File: src/rtl/dds_sweep_ctrl.sv
// dds_sweep_ctrl: frequency-sweep scheduler feeding the fword/pword inputs of
// the dds core. Takes a sweep configuration through a valid/ready handshake,
// then steps the tuning word from f_start to f_stop, holding each word for
// dwell+1 cycles, and either finishes with a done pulse or repeats.
module dds_sweep_ctrl #(
    parameter int DEPTH_BITWIDTH = 8,
    parameter int DWELL_BITWIDTH = 16
) (
    input  logic                      clk,
    input  logic                      rstn,
    input  logic                      cfg_valid,
    output logic                      cfg_ready,
    input  logic [DEPTH_BITWIDTH-1:0] cfg_f_start,
    input  logic [DEPTH_BITWIDTH-1:0] cfg_f_stop,
    input  logic [DEPTH_BITWIDTH-1:0] cfg_f_step,
    input  logic [DWELL_BITWIDTH-1:0] cfg_dwell,
    input  logic [DEPTH_BITWIDTH-1:0] cfg_pword,
    input  logic                      cfg_repeat,
    input  logic                      start,
    input  logic                      abort,
    output logic [DEPTH_BITWIDTH-1:0] fword,
    output logic [DEPTH_BITWIDTH-1:0] pword,
    output logic                      busy,
    output logic                      done
);

    localparam int W = DEPTH_BITWIDTH;
    localparam logic [W-1:0]              STEP_ONE  = 1;
    localparam logic [DWELL_BITWIDTH-1:0] DWELL_ONE = 1;

    typedef enum logic {
        IDLE = 1'b0,
        RUN  = 1'b1
    } state_e;

    state_e state_q, state_d;

    // Shadow copy of the configuration, stable for the whole sweep
    logic [W-1:0]              f_start_q, f_stop_q, f_step_q, pword_cfg_q;
    logic [DWELL_BITWIDTH-1:0] dwell_q;
    logic                      repeat_q;
    logic                      cfg_loaded_q;

    // Sweep datapath
    logic [W-1:0]              fword_q, fword_d;
    logic [W-1:0]              pword_q, pword_d;
    logic [DWELL_BITWIDTH-1:0] dwell_cnt_q, dwell_cnt_d;
    logic                      dir_up_q, dir_up_d;
    logic                      done_q, done_d;

    logic                      cfg_fire;
    logic                      start_go;
    logic                      dwell_end;
    logic                      at_stop;
    logic [W-1:0]              step_eff;
    logic [W:0]                sum_up;
    logic [W:0]                diff_dn;
    logic [W-1:0]              next_word;

    assign cfg_fire  = cfg_valid & cfg_ready;
    // A handshake in the same cycle wins: the new config is captured, no start
    assign start_go  = (state_q == IDLE) & start & cfg_loaded_q & ~cfg_valid & ~abort;
    assign dwell_end = (dwell_cnt_q == dwell_q);
    assign at_stop   = (fword_q == f_stop_q);

    // One extra bit on the step arithmetic exposes overshoot past either end of
    // the word range, so the clamp to f_stop never sees a wrapped value.
    assign step_eff = (f_step_q == '0) ? STEP_ONE : f_step_q;
    assign sum_up   = {1'b0, fword_q} + {1'b0, step_eff};
    assign diff_dn  = {1'b0, fword_q} - {1'b0, step_eff};

    // Next tuning word in the sweep direction, clamped to f_stop
    always_comb begin
        next_word = fword_q;
        if (dir_up_q) begin
            next_word = (sum_up >= {1'b0, f_stop_q}) ? f_stop_q : sum_up[W-1:0];
        end else begin
            next_word = (diff_dn[W] || (diff_dn[W-1:0] <= f_stop_q)) ? f_stop_q : diff_dn[W-1:0];
        end
    end

    // State register
    // NOTE: sequential state uses non-blocking assignments so every flop samples pre-edge values.
    always_ff @(posedge clk or negedge rstn) begin
        if (!rstn) state_q <= IDLE;
        else       state_q <= state_d;
    end

    // Next-state logic: start, abort and normal completion
    // NOTE: every combinational output gets a default first, so no latch is inferred.
    always_comb begin
        state_d = state_q;
        unique case (state_q)
            IDLE: if (start_go) state_d = RUN;
            RUN: begin
                if (abort)                                state_d = IDLE;
                else if (dwell_end && at_stop && !repeat_q) state_d = IDLE;
            end
            default: state_d = IDLE;
        endcase
    end

    // FSM outputs decoded from the current state
    always_comb begin
        cfg_ready = (state_q == IDLE);
        busy      = (state_q == RUN);
    end

    // Shadow registers capture the configuration on a handshake
    always_ff @(posedge clk or negedge rstn) begin
        if (!rstn) begin
            f_start_q    <= '0;
            f_stop_q     <= '0;
            f_step_q     <= '0;
            dwell_q      <= '0;
            pword_cfg_q  <= '0;
            repeat_q     <= 1'b0;
            cfg_loaded_q <= 1'b0;
        end else if (cfg_fire) begin
            f_start_q    <= cfg_f_start;
            f_stop_q     <= cfg_f_stop;
            f_step_q     <= cfg_f_step;
            dwell_q      <= cfg_dwell;
            pword_cfg_q  <= cfg_pword;
            repeat_q     <= cfg_repeat;
            cfg_loaded_q <= 1'b1;
        end
    end

    // Sweep datapath: dwell counting, word stepping, wrap-around and done pulse
    always_comb begin
        fword_d     = fword_q;
        pword_d     = pword_q;
        dwell_cnt_d = dwell_cnt_q;
        dir_up_d    = dir_up_q;
        done_d      = 1'b0;
        if (start_go) begin
            fword_d     = f_start_q;
            pword_d     = pword_cfg_q;
            dwell_cnt_d = '0;
            dir_up_d    = (f_stop_q >= f_start_q);
        end else if (state_q == RUN) begin
            if (abort) begin
                dwell_cnt_d = '0;
            end else if (!dwell_end) begin
                dwell_cnt_d = dwell_cnt_q + DWELL_ONE;
            end else begin
                dwell_cnt_d = '0;
                if (!at_stop)      fword_d = next_word;
                else if (repeat_q) fword_d = f_start_q;
                else               done_d  = 1'b1;
            end
        end
    end

    // Datapath registers
    always_ff @(posedge clk or negedge rstn) begin
        if (!rstn) begin
            fword_q     <= '0;
            pword_q     <= '0;
            dwell_cnt_q <= '0;
            dir_up_q    <= 1'b1;
            done_q      <= 1'b0;
        end else begin
            fword_q     <= fword_d;
            pword_q     <= pword_d;
            dwell_cnt_q <= dwell_cnt_d;
            dir_up_q    <= dir_up_d;
            done_q      <= done_d;
        end
    end

    assign fword = fword_q;
    assign pword = pword_q;
    assign done  = done_q;

endmodule

File: config.mk
export PLATFORM = sky130hd
export DESIGN_NAME = dds_sweep_ctrl
export DESIGN_NICKNAME = d
export VERILOG_FILES = /design/src/rtl/dds_sweep_ctrl.sv
export SDC_FILE = /design/constraint.sdc
export NUM_CORES = 1
export LEC_CHECK = 0
export ABC_AREA = 1
export BUFFER_PORTS_ARGS = -buffer_cell sky130_fd_sc_hd__clkbuf_2
export CAP_MARGIN = 5
export CORE_MARGIN = 5
export CORE_UTILIZATION = 53
export DETAILED_ROUTE_END_ITERATION = 10
export PLACE_DENSITY = 0.77
export REMOVE_ABC_BUFFERS = 1
export SLEW_MARGIN = 10
export SYNTH_ARGS = -nofsm -noshare
export SYNTH_HDL_FRONTEND = slang
export SYNTH_SLANG_ARGS = --single-unit
File: constraint.sdc
create_clock -name clk -period 3 [get_ports clk]
set_input_delay 0.15 -clock clk [delete_from_list [all_inputs] [get_ports clk]]
set_output_delay 0.15 -clock clk [all_outputs]
set_load 0.01 [all_outputs]
# Yosys cells after proc, flatten, opt, wreduce, memory -nomap -nowiden
# Cells that the tools add are included.
dict set report word_totals {
  inputBits 54
  ff_bits 85
  elab_cells 63
}
dict set report classes {
  n_lt_le_gt_ge 3
  mux 24
  bitwise 8
  addsub 3
  reduce_logical 8
  eq_ne 4
}
# operator count
set ops {}
lappend ops {{8-bit 2-to-1 mux} 10}
lappend ops {{16-bit 2-to-1 mux} 4}
lappend ops {{16-bit by 1-bit adder with 16-bit output, second input constant} 1}
lappend ops {{16-bit == test} 1}
lappend ops {{8-bit by 8-bit adder with 9-bit output} 1}
lappend ops {{9-bit by 8-bit >= comparator with 1-bit output} 1}
lappend ops {{1-bit 2-to-1 mux} 9}
lappend ops {{8-bit by 8-bit subtractor with 9-bit output} 1}
lappend ops {{8-bit == test} 1}
lappend ops {{8-bit >= comparator} 1}
lappend ops {{8-bit <= comparator} 1}
lappend ops {{8-bit logical NOT} 1}
lappend ops {{1-bit AND} 5}
lappend ops {{4-bit AND reduction} 1}
lappend ops {{2-bit nonzero test} 2}
lappend ops {{3-bit inequality test, second input constant} 1}
lappend ops {{1-bit inverter} 3}
lappend ops {{1-bit logical AND} 2}
lappend ops {{2-bit by 1-bit inequality test with 1-bit output, second input constant} 1}
lappend ops {{1-bit one-hot mux with 2 select lines} 1}
lappend ops {{1-bit logical NOT} 1}
lappend ops {{1-bit logical OR} 1}

# Longest topological paths before layout
dict set report depth {
  ltp_word 12
  depth_mapped 25
}

# Least setup slack after synthesis
# No wires, ideal clock.
dict set report synth_path {
  path_type {register -> register}
  start {register f_step_q[1]}
  end {register fword_q[7] (netlist: fword[7])}
  arrival_ns 2.972
  path_stages_with_launch 20
  required_time_ns 2.884
  setup_time_ns 0.116
  path_slack_ns -0.089
  path_cell_list {dfrtp_1 -> nor4_1 -> a41o_1 -> ha_1 -> inv_1 -> fa_1 -> nand3_1 -> nand3_2 -> xor2_1 -> inv_1 -> ha_1 -> nand2_1 -> nor2_1 -> nand4_1 -> a21boi_2 -> nand3_1 -> nand3_1 -> nand3_1 -> nand2_1 -> nand2_1}
}
dict set report synth_between {
  elab_chain_len 12
}
# item line
set synth_rtl {}
lappend synth_rtl {{start: declaration} 39} ;# logic [W-1:0] f_start_q, f_stop_q, f_step_q, pword_cfg_q;
lappend synth_rtl {{start signal: assignment} 122} ;# f_step_q <= cfg_f_step;
lappend synth_rtl {{8-bit logical NOT} 68} ;# assign step_eff = (f_step_q == '0) ? STEP_ONE : f_step_q;
lappend synth_rtl {{8-bit 2-to-1 mux (*)} 68}
lappend synth_rtl {{8-bit by 8-bit subtractor with 9-bit output} 70} ;# assign diff_dn = {1'b0, fword_q} - {1'b0, step_eff};
lappend synth_rtl {{8-bit <= comparator} 78} ;# next_word = (diff_dn[W] || (diff_dn[W-1:0] <= f_stop_q)) ? f_stop_q : diff_dn[W-1:0];
lappend synth_rtl {{1-bit logical OR} 78}
lappend synth_rtl {{8-bit 2-to-1 mux} 78}
lappend synth_rtl {{8-bit 2-to-1 mux (*)} 75} ;# if (dir_up_q) begin
lappend synth_rtl {{8-bit 2-to-1 mux (*)} 149} ;# if (!at_stop) fword_d = next_word;
lappend synth_rtl {{8-bit 2-to-1 mux (*)} 145} ;# end else if (!dwell_end) begin
lappend synth_rtl {{8-bit 2-to-1 mux (*)} 143} ;# if (abort) begin
lappend synth_rtl {{8-bit 2-to-1 mux (*)} 142} ;# end else if (state_q == RUN) begin
lappend synth_rtl {{8-bit 2-to-1 mux (*)} 137} ;# if (start_go) begin
lappend synth_rtl {{end signal: assignment} 165} ;# fword_q <= fword_d;
lappend synth_rtl {{end: declaration} 45} ;# logic [W-1:0] fword_q, fword_d;
# Mark *: on every way between the ends. The rest lies on a longest branch, timed or not. The select of a mux whose other input is x is not followed.
# A chain may end at the register's enable or synchronous reset.

# Worst setup path after layout
dict set report layout_path {
  start {register f_step_q[5]}
  end {register fword_q[1] (netlist: fword[1])}
}
# The elaborated chain is that of the path after synthesis.

==> reports/results.txt <==
outcome - finished with violations
failing checks - negative setup slack
type of element launching the critical path - flip-flop
relative slew slack - 54.2%
Die Area - 0.0128 mm2
Die W - 113 um
Num Clock Sinks - 85
Most used DFF post-synth - dfrtp_1
Peak Freq - 298 MHz
Fin Clk Skew - 0.0145 ns
DRC violations left - 0
Post-Syn Area - 0.00565 mm2
Area growth syn-to-layout - 22.1%
Post-synth EDFFs - 0
synth top area cells - dfrtp_1 (37%), nand2_1 (11%), ha_1 (9.3%)
Setup CP Type - reg -> reg
clock latency on the worst-skew pair - 0.37 ns
NumNets Final - 922
CP cell instances - nor4_2 > a41o_1 > ha_2 > inv_2 > fa_2 > nand3_2 > nand3_2 > xor2_2 > inv_1 > ha_1 > nand2_2 > nor2_4 > nand4_1 > a21boi_2 > buf_4 > nand3_2 > nand2_1 > nand2_1 > nand3_1 > nand2_1 > nand2_1
port bufs - 72
Pint - 4250 uW
worst slew pin tran - 0.685 ns
Top cell by count, worst path - nand2_1
fin util - 66.6%
sw power - 3800 uW
Hold Vio Cnt, Final - 0
post-layout instance area - 0.00690 mm2
Routed wire per std cell - 15.7 um
max-slew violation count - 0
commonest cells in the netlist - nand2_1 (163), dfrtp_1 (84), inv_1 (82)
H-Tree Depth - 3
Synth async-reset ratio - 100%
CP max FO - 4
combinational power share - 67.3%
syn avg cell area - 8.05 um2
Worst path max stage delay - 0.40 ns
Core Rows - 37
Placed Area - 0.00647 mm2
vias per cell - 5.49
Tot GR Track Use - 24.3%
max cap viols - 0
DRT Pass-1 Iters - 6
initial antenna violation count - 0
share of layout cells above drive strength 1 - 28.1%
Final setup violation count - 8
largest net degree at the start of global routing - 35
clock power share - 10.9%
min-delay worst type - in -> reg
die height - 113 um
CP required - 3.26 ns
Pleak - 0.00355 uW
clk root buf - clkbuf_8
Final WS setup - -0.350 ns
DRT iter0 DRCs - 378
core area - 0.0104 mm2
global route total overflow - 0
post-synth cell types - 44
DR vias - 5,296
final worst path period share - 112%
top-area cell type share of the netlist area - 37.2%
Final min period - 3.35 ns
dominant cell type by area after synthesis - dfrtp_1
CP bufs+invs - 3
Top delay family on crit path - simple AND/OR/NAND/NOR gates
hold_sp - cfg_dwell[1]
peak supply drop - 0.000621 V
nature of the critical path endpoint - flip-flop
GP Congestion - 0.998
WP data arrival - 3.61 ns
antenna cells - 0
worst reg2reg startpoint - f_step_q[5]$_DFFE_PN0P_
flop and latch count out of synthesis - 85
Power Density - 1170 mW/mm2
top-count cell post-synth - nand2_1
critical path startpoint - f_step_q[5]$_DFFE_PN0P_
RSZ-0062 raised after global routing - true
Net Sw Frac - 47.2%
sequential area share after synthesis - 37.6%
maximum clock path buffer count - 2
Mapped Cells - 702
first-pass GRT wire length - 25,300 um
Post-Route WL - 15,200 um
Seq pwr share - 21.8%
vias in the first global route - 5,248
ANT nets after route - 0
Worst-path clk slew - 0.10 ns
Num CTS Buffers - 9
slowest CP cell - dfrtp_1
I/O pin cnt - 73
flop-to-flop setup slack - -0.35 ns
CTS tree - done
detailed-placement wirelength estimate - 11,600 um
Initial Util - 54.5%
YS warnings - 0
==> final timing paths <==
path / end / depth (start not counted)
worst min-delay path: dwell_q[1]$_DFFE_PN0P_ / 2
worst max-delay path: fword[1]$_DFFE_PN0P_ / 21
max in group asynchronous: dwell_cnt_q[2]$_DFFE_PN0N_ / 3
worst min register to register: cfg_loaded_q$_DFFE_PN0P_ / 2
min in group asynchronous: fword[2]$_DFFE_PN0P_ / 2
worst max register to register: fword[1]$_DFFE_PN0P_ / 21
==> stage by stage <==
stage          power [uW]  std cells  hold WS (ns)  setup slack (ns)  setup TNS, ns
6_report             8050        965        0.0130            -0.350          -2.32
5_1_grt              8670        965      0.000228            -0.562          -3.93
4_1_cts              7800        963       0.00180            -0.274          -2.01
3_5_place_dp         6450        941         0.133            -0.430          -3.03
3_3_place_gp         6300        941         0.128            -0.223          -1.47
2_1_floorplan        4640        681        -0.146           -0.0988         -0.762
==> area by class of cell <==
type | instances | area [um2]
fill | 866 | 3470
multi-input combinational | 508 | 3220
sequential | 85 | 2130
timing repair buffer | 131 | 840
inverter | 89 | 334
tap | 136 | 170
clock buffer | 12 | 155
clock inverter | 4 | 53.8
==> logic make-up (layout without fill, tap and decap cells) <==
group / Yosys count / count (layout) / synth area share [%]
AO/OA/AOI/OAI: 78 / 78 / 8.28
XOR/XNOR: 26 / 26 / 4.03
adder cells (fa/ha/maj): 44 / 44 / 10.0
buffers and inverters: 110 / 236 / 8.06
flip-flops: 85 / 85 / 37.6
multiplexers: 22 / 22 / 4.38
AND/OR/NAND/NOR: 337 / 338 / 27.6
==> cells in the final DEF, fill, tap and decap left out, drive strengths merged, types with 3 or more instances in the layout <==
master	instances
buf	58
a21oi	44
nand4	23
clkbuf	83
nor3	8
o22ai	10
xor2	14
nor4	3
xnor2	12
ha	42
dfrtp	84
mux2	22
or2	3
nand3	59
inv	89
o21ai	12
nand2	169
nor2	72
o21a	3
==> power groups by stage <==
| stage | combinational, uW | clock (uW) | sequential (uW) |
|---|---|---|---|
| finish | 5420 | 878 | 1750 |
| global placement | 4550 | 0 | 1750 |
| detailed placement | 4690 | 0 | 1760 |
| floorplan | 2880 | 0 | 1760 |
| CTS | 5170 | 885 | 1750 |
| global route | 5940 | 938 | 1790 |
==> state kept, by name (all words and copies together) (netlist names) <==
| register | cells |
|---|---|
| pword | 8 |
| busy | 1 |
| fword | 8 |
| repeat_q | 1 |
| done | 1 |
| f_start_q | 8 |
| dwell_cnt_q | 16 |
| f_stop_q | 8 |
| pword_cfg_q | 8 |
| cfg_loaded_q | 1 |
| dir_up_q | 1 |
| f_step_q | 8 |
| dwell_q | 16 |
==> metal layers <==
layer	share of wire, %	GRT usage, %	wire (um)	up-vias
met5	0	0	0	-
met4	3.8	9.70	578	0
met3	6.5	4.76	987	49
met2	47	40.0	7150	226
met1	43	31.5	6450	2486
li1	-	-	-	2535
==> timing repair <==
action / 4_1_cts / 5_1_grt
gates cloned: 1 / 0
pin swaps: 19 / 9
gates resized for setup: 27 / 9
setup endpoints to repair: 8 / 8
hold buffers: 1 / 1
hold endpoints to repair: 30 / 1
buffers inserted: 4 / 2
Note: power is estimated with default switching activity, not from simulation.
